[src/rtl/pipeline_ctrl_pkg.sv]
// rtl/pipeline_ctrl_pkg.sv - shared states, watchdog width and control-bus encodings for pipeline_ctrl
package pipeline_ctrl_pkg;

  localparam int WD_W = 16;

  typedef enum logic {
    ST_RUN      = 1'b0,
    ST_MEM_WAIT = 1'b1
  } ctrlState_t;

  typedef struct packed {
    logic pcHold;
    logic ifIdHold;
    logic idExHold;
    logic exMemHold;
    logic memWbBubble;
    logic pcRedirect;
    logic ifIdFlush;
    logic idExFlush;
  } ctrlBus_t;

  // Canned control patterns for the three pipeline actions
  localparam ctrlBus_t CTRL_FREEZE = '{pcHold: 1'b1, ifIdHold: 1'b1, idExHold: 1'b1, exMemHold: 1'b1,
                                       memWbBubble: 1'b1, pcRedirect: 1'b0, ifIdFlush: 1'b0, idExFlush: 1'b0};
  localparam ctrlBus_t CTRL_BRANCH = '{pcHold: 1'b0, ifIdHold: 1'b0, idExHold: 1'b0, exMemHold: 1'b0,
                                       memWbBubble: 1'b0, pcRedirect: 1'b1, ifIdFlush: 1'b1, idExFlush: 1'b1};
  localparam ctrlBus_t CTRL_LDUSE  = '{pcHold: 1'b1, ifIdHold: 1'b1, idExHold: 1'b0, exMemHold: 1'b0,
                                       memWbBubble: 1'b0, pcRedirect: 1'b0, ifIdFlush: 1'b0, idExFlush: 1'b1};

endpackage

[src/rtl/pipeline_ctrl_sat_counter.sv]
// rtl/pipeline_ctrl_sat_counter.sv - saturating up-counter used for the performance counters
module sat_counter #(
  parameter int W = 32
) (
  input  logic         clk,
  input  logic         rst,
  input  logic         inc,
  output logic [W-1:0] q
);

  always_ff @(posedge clk) begin
    if (rst) begin
      q <= '0;
    end else if (inc && (q != {W{1'b1}})) begin
      q <= q + W'(1);
    end
  end

endmodule

[src/rtl/pipeline_ctrl.sv]
// rtl/pipeline_ctrl.sv - stall/flush scheduler for the five-stage miniRV pipeline
// Mealy controls from RUN/MEM_WAIT state, memory-wait watchdog and saturating event counters.
module pipeline_ctrl #(
  parameter int CNT_W  = 32,
  parameter int MEM_TO = 255
) (
  input  logic             cpu_clk,
  input  logic             cpu_rst,
  input  logic             load_use,
  input  logic             br_taken_ex,
  input  logic             mem_req,
  input  logic             mem_ack,
  output logic             pc_hold,
  output logic             if_id_hold,
  output logic             if_id_flush,
  output logic             id_ex_hold,
  output logic             id_ex_flush,
  output logic             ex_mem_hold,
  output logic             mem_wb_bubble,
  output logic             pc_redirect,
  output logic             mem_timeout,
  output logic [CNT_W-1:0] lu_stall_cnt,
  output logic [CNT_W-1:0] flush_cnt,
  output logic [CNT_W-1:0] mem_wait_cnt
);
  import pipeline_ctrl_pkg::*;

  localparam logic [WD_W-1:0] WD_LAST = WD_W'(MEM_TO - 1);

  ctrlState_t      state;
  ctrlState_t      stateNext;
  logic [WD_W-1:0] waitCnt;
  logic            memTimeoutQ;
  logic            wdExpire;
  logic            freeze;
  logic            freezeAct;
  logic            brAct;
  logic            luAct;
  ctrlBus_t        ctrl;

  always_ff @(posedge cpu_clk) begin
    if (cpu_rst) begin
      state       <= ST_RUN;
      waitCnt     <= '0;
      memTimeoutQ <= 1'b0;
    end else begin
      state   <= stateNext;
      // Held at zero in RUN so every MEM_WAIT episode starts counting from 0
      waitCnt <= (state == ST_MEM_WAIT) ? waitCnt + WD_W'(1) : '0;
      if (wdExpire) begin
        memTimeoutQ <= 1'b1;
      end
    end
  end

  always_comb begin
    stateNext = state;
    freeze    = 1'b0;
    wdExpire  = 1'b0;
    freezeAct = 1'b0;
    brAct     = 1'b0;
    luAct     = 1'b0;
    ctrl      = '0;

    case (state)
      ST_RUN: begin
        freeze = mem_req && !mem_ack;
        if (freeze) begin
          stateNext = ST_MEM_WAIT;
        end
      end
      ST_MEM_WAIT: begin
        // An ack in the final watchdog cycle wins, so the timeout flag stays clear
        wdExpire = (waitCnt == WD_LAST) && !mem_ack;
        freeze   = !mem_ack && !wdExpire;
        if (!freeze) begin
          stateNext = ST_RUN;
        end
      end
      default: stateNext = ST_RUN;
    endcase

    if (!cpu_rst) begin
      freezeAct = freeze;
      brAct     = !freeze && br_taken_ex;
      luAct     = !freeze && !br_taken_ex && load_use;
    end

    if (freezeAct) begin
      ctrl = CTRL_FREEZE;
    end else if (brAct) begin
      ctrl = CTRL_BRANCH;
    end else if (luAct) begin
      ctrl = CTRL_LDUSE;
    end
  end

  assign pc_hold       = ctrl.pcHold;
  assign if_id_hold    = ctrl.ifIdHold;
  assign if_id_flush   = ctrl.ifIdFlush;
  assign id_ex_hold    = ctrl.idExHold;
  assign id_ex_flush   = ctrl.idExFlush;
  assign ex_mem_hold   = ctrl.exMemHold;
  assign mem_wb_bubble = ctrl.memWbBubble;
  assign pc_redirect   = ctrl.pcRedirect;
  assign mem_timeout   = memTimeoutQ;

  sat_counter #(.W(CNT_W)) uLuStallCnt (
    .clk (cpu_clk),
    .rst (cpu_rst),
    .inc (luAct),
    .q   (lu_stall_cnt)
  );

  sat_counter #(.W(CNT_W)) uFlushCnt (
    .clk (cpu_clk),
    .rst (cpu_rst),
    .inc (brAct),
    .q   (flush_cnt)
  );

  sat_counter #(.W(CNT_W)) uMemWaitCnt (
    .clk (cpu_clk),
    .rst (cpu_rst),
    .inc (freezeAct),
    .q   (mem_wait_cnt)
  );

endmodule

[config.mk]
export PLATFORM = sky130hd
export DESIGN_NAME = pipeline_ctrl
export DESIGN_NICKNAME = d
export VERILOG_FILES = /design/src/rtl/pipeline_ctrl_pkg.sv /design/src/rtl/pipeline_ctrl_sat_counter.sv /design/src/rtl/pipeline_ctrl.sv
export SDC_FILE = /design/constraint.sdc
export NUM_CORES = 1
export LEC_CHECK = 0
export CAP_MARGIN = 20
export CORE_MARGIN = 5
export CORE_UTILIZATION = 50
export DETAILED_ROUTE_END_ITERATION = 7
export HOLD_SLACK_MARGIN = 0.03
export PLACE_DENSITY = 0.86
export SLEW_MARGIN = 15
export SYNTH_ARGS = -nofsm -noshare
export SYNTH_HDL_FRONTEND = slang
export SYNTH_SLANG_ARGS = --single-unit
[constraint.sdc]
create_clock -name cpu_clk -period 5.1 [get_ports cpu_clk]
set_input_delay 1.02 -clock cpu_clk [delete_from_list [all_inputs] [get_ports cpu_clk]]
set_output_delay 1.02 -clock cpu_clk [all_outputs]
set_load 0.02 [all_outputs]
==> flow_summary_export.csv <==
group,metric,value,unit
setup_path,rrSetupSlack,1950,ps
drt,antenna_left,0,
setup_path,cp-start-kind,"primary input",
logic_synthesis,synthFlopType,"dfxtp_1",
logic_synthesis,synthTopCellsByArea,"dfxtp_1 (41%), nor2_1 (5.7%), xnor2_1 (4.6%)",
logic_synthesis,avgSynthCellArea,8.20,um2
logic_synthesis,syn_inst,674,
floorplan,start_util,0.510,
global_route,grt-ovfl-total,0,
setup_path,crit_arrival,3130,ps
logic_synthesis,syn_nets,685,
timing,hold_viol,0,
floorplan,die_area,0.0133,mm2
logic_synthesis,synth-edff-count,0,
timing,timing.fmax,241,MHz
logic_synthesis,postSynth.asyncResetShare,0,
timing,worstMarginPinSlew,896,ps
timing,finalClockSkew,12.9,ps
global_route,grt_first_pass_wirelength,24.1,mm
floorplan,rows,38,
clock_network,ctsResizeCount,0,
hold_path,hold_class,"reg -> reg",
timing,holdWs,494,ps
run_status,status,"completed",
logic_synthesis,yosysUniqueCellTypes,48,
logic_synthesis,synth.most_common_cell,"dfxtp_1",
place,dp_hpwl,10.4,mm
setup_path,crit_path_start,"mem_req",
logic_synthesis,synth_area_leader_cell,"dfxtp_1",
setup_path,r2r_end,"uLuStallCnt.q[27]$_SDFFE_PP0P_",
setup_path,slowest_stage,"clkdlybuf4s50_1",
clock_network,cts.sinks,114,
drt,drt-initial-drc-count,475,
place,place_ws,977,ps
run,maxCapViolations,0,
drt,dr.pass1.iters,5,
floorplan,core,0.0108,mm2
setup_path,crit_chain,"clkdlybuf4s50_1, o21bai_1, nand2b_1, a21o_1, nand2_1, clkdlybuf4s50_1",
drt,vias,5494,
setup_path,crit_path_end,"pc_hold",
logic_synthesis,netlist_area,0.00553,mm2
setup_path,crit_fanout,18,
setup_path,crit_path_frequent_cell,"clkdlybuf4s50_1",
logic_synthesis,ys_seq_area_frac,0.413,
timing,setup_slack,950,ps
clock_network,clk_pin_slew,50,ps
timing,slew_viol_final,0,
power_and_ir_drop,leakage,2.38,nW
drt,via_per_inst,5.93,
setup_path,required,4080,ps
drt,drc,0,
setup_path,critical_path.max_stage_delay,590,ps
layout,antennaDiodeCount,0,
timing,final-setup-viol-count,0,
clock_network,cts_setup_buffers,0,
setup_path,worstRegToRegCells,7,
setup_path,critPathCaptureType,"output port",
drt,post_drt_wl_per_cell,16.0,um
floorplan,die_w,115,um
timing,rsz0062_at_grt,"no",
clock_network,clockBufferDepth,2,
layout,final_nets,787,
logic_synthesis,synthDominantCellAreaShare,0.413,
floorplan,die_y,115,um
logic_synthesis,yosys-top-cells-count,"dfxtp_1 (114), nor2_1 (84), nand2_1 (63)",
global_route,grt_pass1_vias,5282,
timing,finalCritPeriodShare,0.814,
setup_path,r2r_start,"waitCnt[1]$_SDFF_PP0_",
timing,fin_crit,4150,ps
clock_network,insertion_delay,500,ps
place,gp_congestion,0.888,
power_and_ir_drop,cellPowerDensity,295,mW/mm2
drt,totalWireLength,14.8,mm
timing,slew_headroom,0.403,
clock_network,htree_levels,4,
clock_network,cts_root_buf,"clkbuf_8",
place,port_buffers,110,
setup_path,critPathKind,"in -> out",
floorplan,pin_count,111,
layout,drive_above_1_share,0.0584,
clock_network,cts-hold-fix-buffers,0,
logic_synthesis,ys_ff_latch,114,
global_route,grt_max_degree,89,
global_route,antenna_found_initial,0,
global_route,grt_usage,0.220,
power_and_ir_drop,ir_drop,0.164,mV
layout,area_growth,31.6,%
clock_network,tritoncts,"done",
clock_network,cts_buffers,17,
logic_synthesis,yosysWarningCount,0,
timing,fin_tns_setup,0,ps
[metrics by stage]
stage | power [mW] | util | instance area, um2 | instances
6_report | 2.14 | 0.671 | 7270 | 927
5_1_grt | 2.21 | 0.671 | 7270 | 927
4_1_cts | 2.15 | 0.671 | 7270 | 927
3_5_place_dp | 0.988 | 0.617 | 6690 | 897
3_3_place_gp | 0.986 | 0.617 | 6690 | 897
2_1_floorplan | 0.962 | - | 5530 | 674
[state kept, by name, indices dropped and copies added, names as in the netlist]
register / flops
uLuStallCnt.q: 32
waitCnt: 16
uMemWaitCnt.q: 32
uFlushCnt.q: 32
state: 1
mem_timeout: 1
[kinds of logic (layout without fill, tap and decap cells)]
group | Yosys count | in the layout | share of synthesized area
flip-flops | 114 | 114 | 0.413
XOR/XNOR | 56 | 56 | 0.0887
multiplexers | 10 | 10 | 0.0188
AND/OR/NAND/NOR | 354 | 354 | 0.337
AO/OA/AOI/OAI | 91 | 91 | 0.0964
buffers and inverters | 44 | 157 | 0.0344
adder cells (fa/ha/maj) | 5 | 5 | 0.0113
[final cells by class]
cell class	instances	area (um2)
inverters	13	48.8
flip-flops and latches	114	2280
repair buffers	114	1130
well taps	140	175
clock inverters	5	100
fillers	830	3570
multi-input cells	516	3060
clock buffers	25	484
[per-layer routing]
metal  up-vias  track usage  share of wire
li1       2633            -              -
met5         -            0              0
met4         0       0.0775          0.020
met2       221        0.370           0.48
met1      2615        0.274           0.44
met3        25       0.0537          0.069
[how the worst min path moves through the flow]
stage,from,end,slack [ps],cells past startpoint
after floorplan,waitCnt[15]$_SDFF_PP0_,waitCnt[15]$_SDFF_PP0_,460,2
after global placement,waitCnt[15]$_SDFF_PP0_,waitCnt[15]$_SDFF_PP0_,480,2
after detailed placement,uFlushCnt.q[5]$_SDFFE_PP0P_,uFlushCnt.q[5]$_SDFFE_PP0P_,490,1
after CTS,uFlushCnt.q[5]$_SDFFE_PP0P_,uFlushCnt.q[5]$_SDFFE_PP0P_,500,1
after global routing,uLuStallCnt.q[22]$_SDFFE_PP0P_,uLuStallCnt.q[22]$_SDFFE_PP0P_,530,2
final,uFlushCnt.q[5]$_SDFFE_PP0P_,uFlushCnt.q[5]$_SDFFE_PP0P_,490,1
[report_power, final]
part           internal, mW  switching, mW  leakage, nW
combinational        0.0223         0.0469         1.17
clock                 0.789          0.383        0.288
sequential            0.895        0.00545        0.919
[worst max-delay path: cells and delay by family]
| family | cells | cell delay, ps |
|---|---|---|
| buffers and inverters | 2 | 1030 |
| AND/OR/NAND/NOR | 2 | 370 |
| AO/OA/AOI/OAI | 2 | 720 |
[layout by cell type, fill, tap and decap left out, drive strengths merged, types with 14 or more instances in the layout]
| master | instances |
|---|---|
| clkbuf | 25 |
| xor2 | 27 |
| nand4 | 38 |
| xnor2 | 29 |
| nand2 | 63 |
| nor2 | 84 |
| clkdlybuf4s50 | 109 |
| o21ai | 28 |
| nor4 | 22 |
| nand3 | 48 |
| a21oi | 35 |
| or3 | 30 |
| and3 | 14 |
| dfxtp | 114 |
No activity file was read; power rests on OpenSTA's default activity.
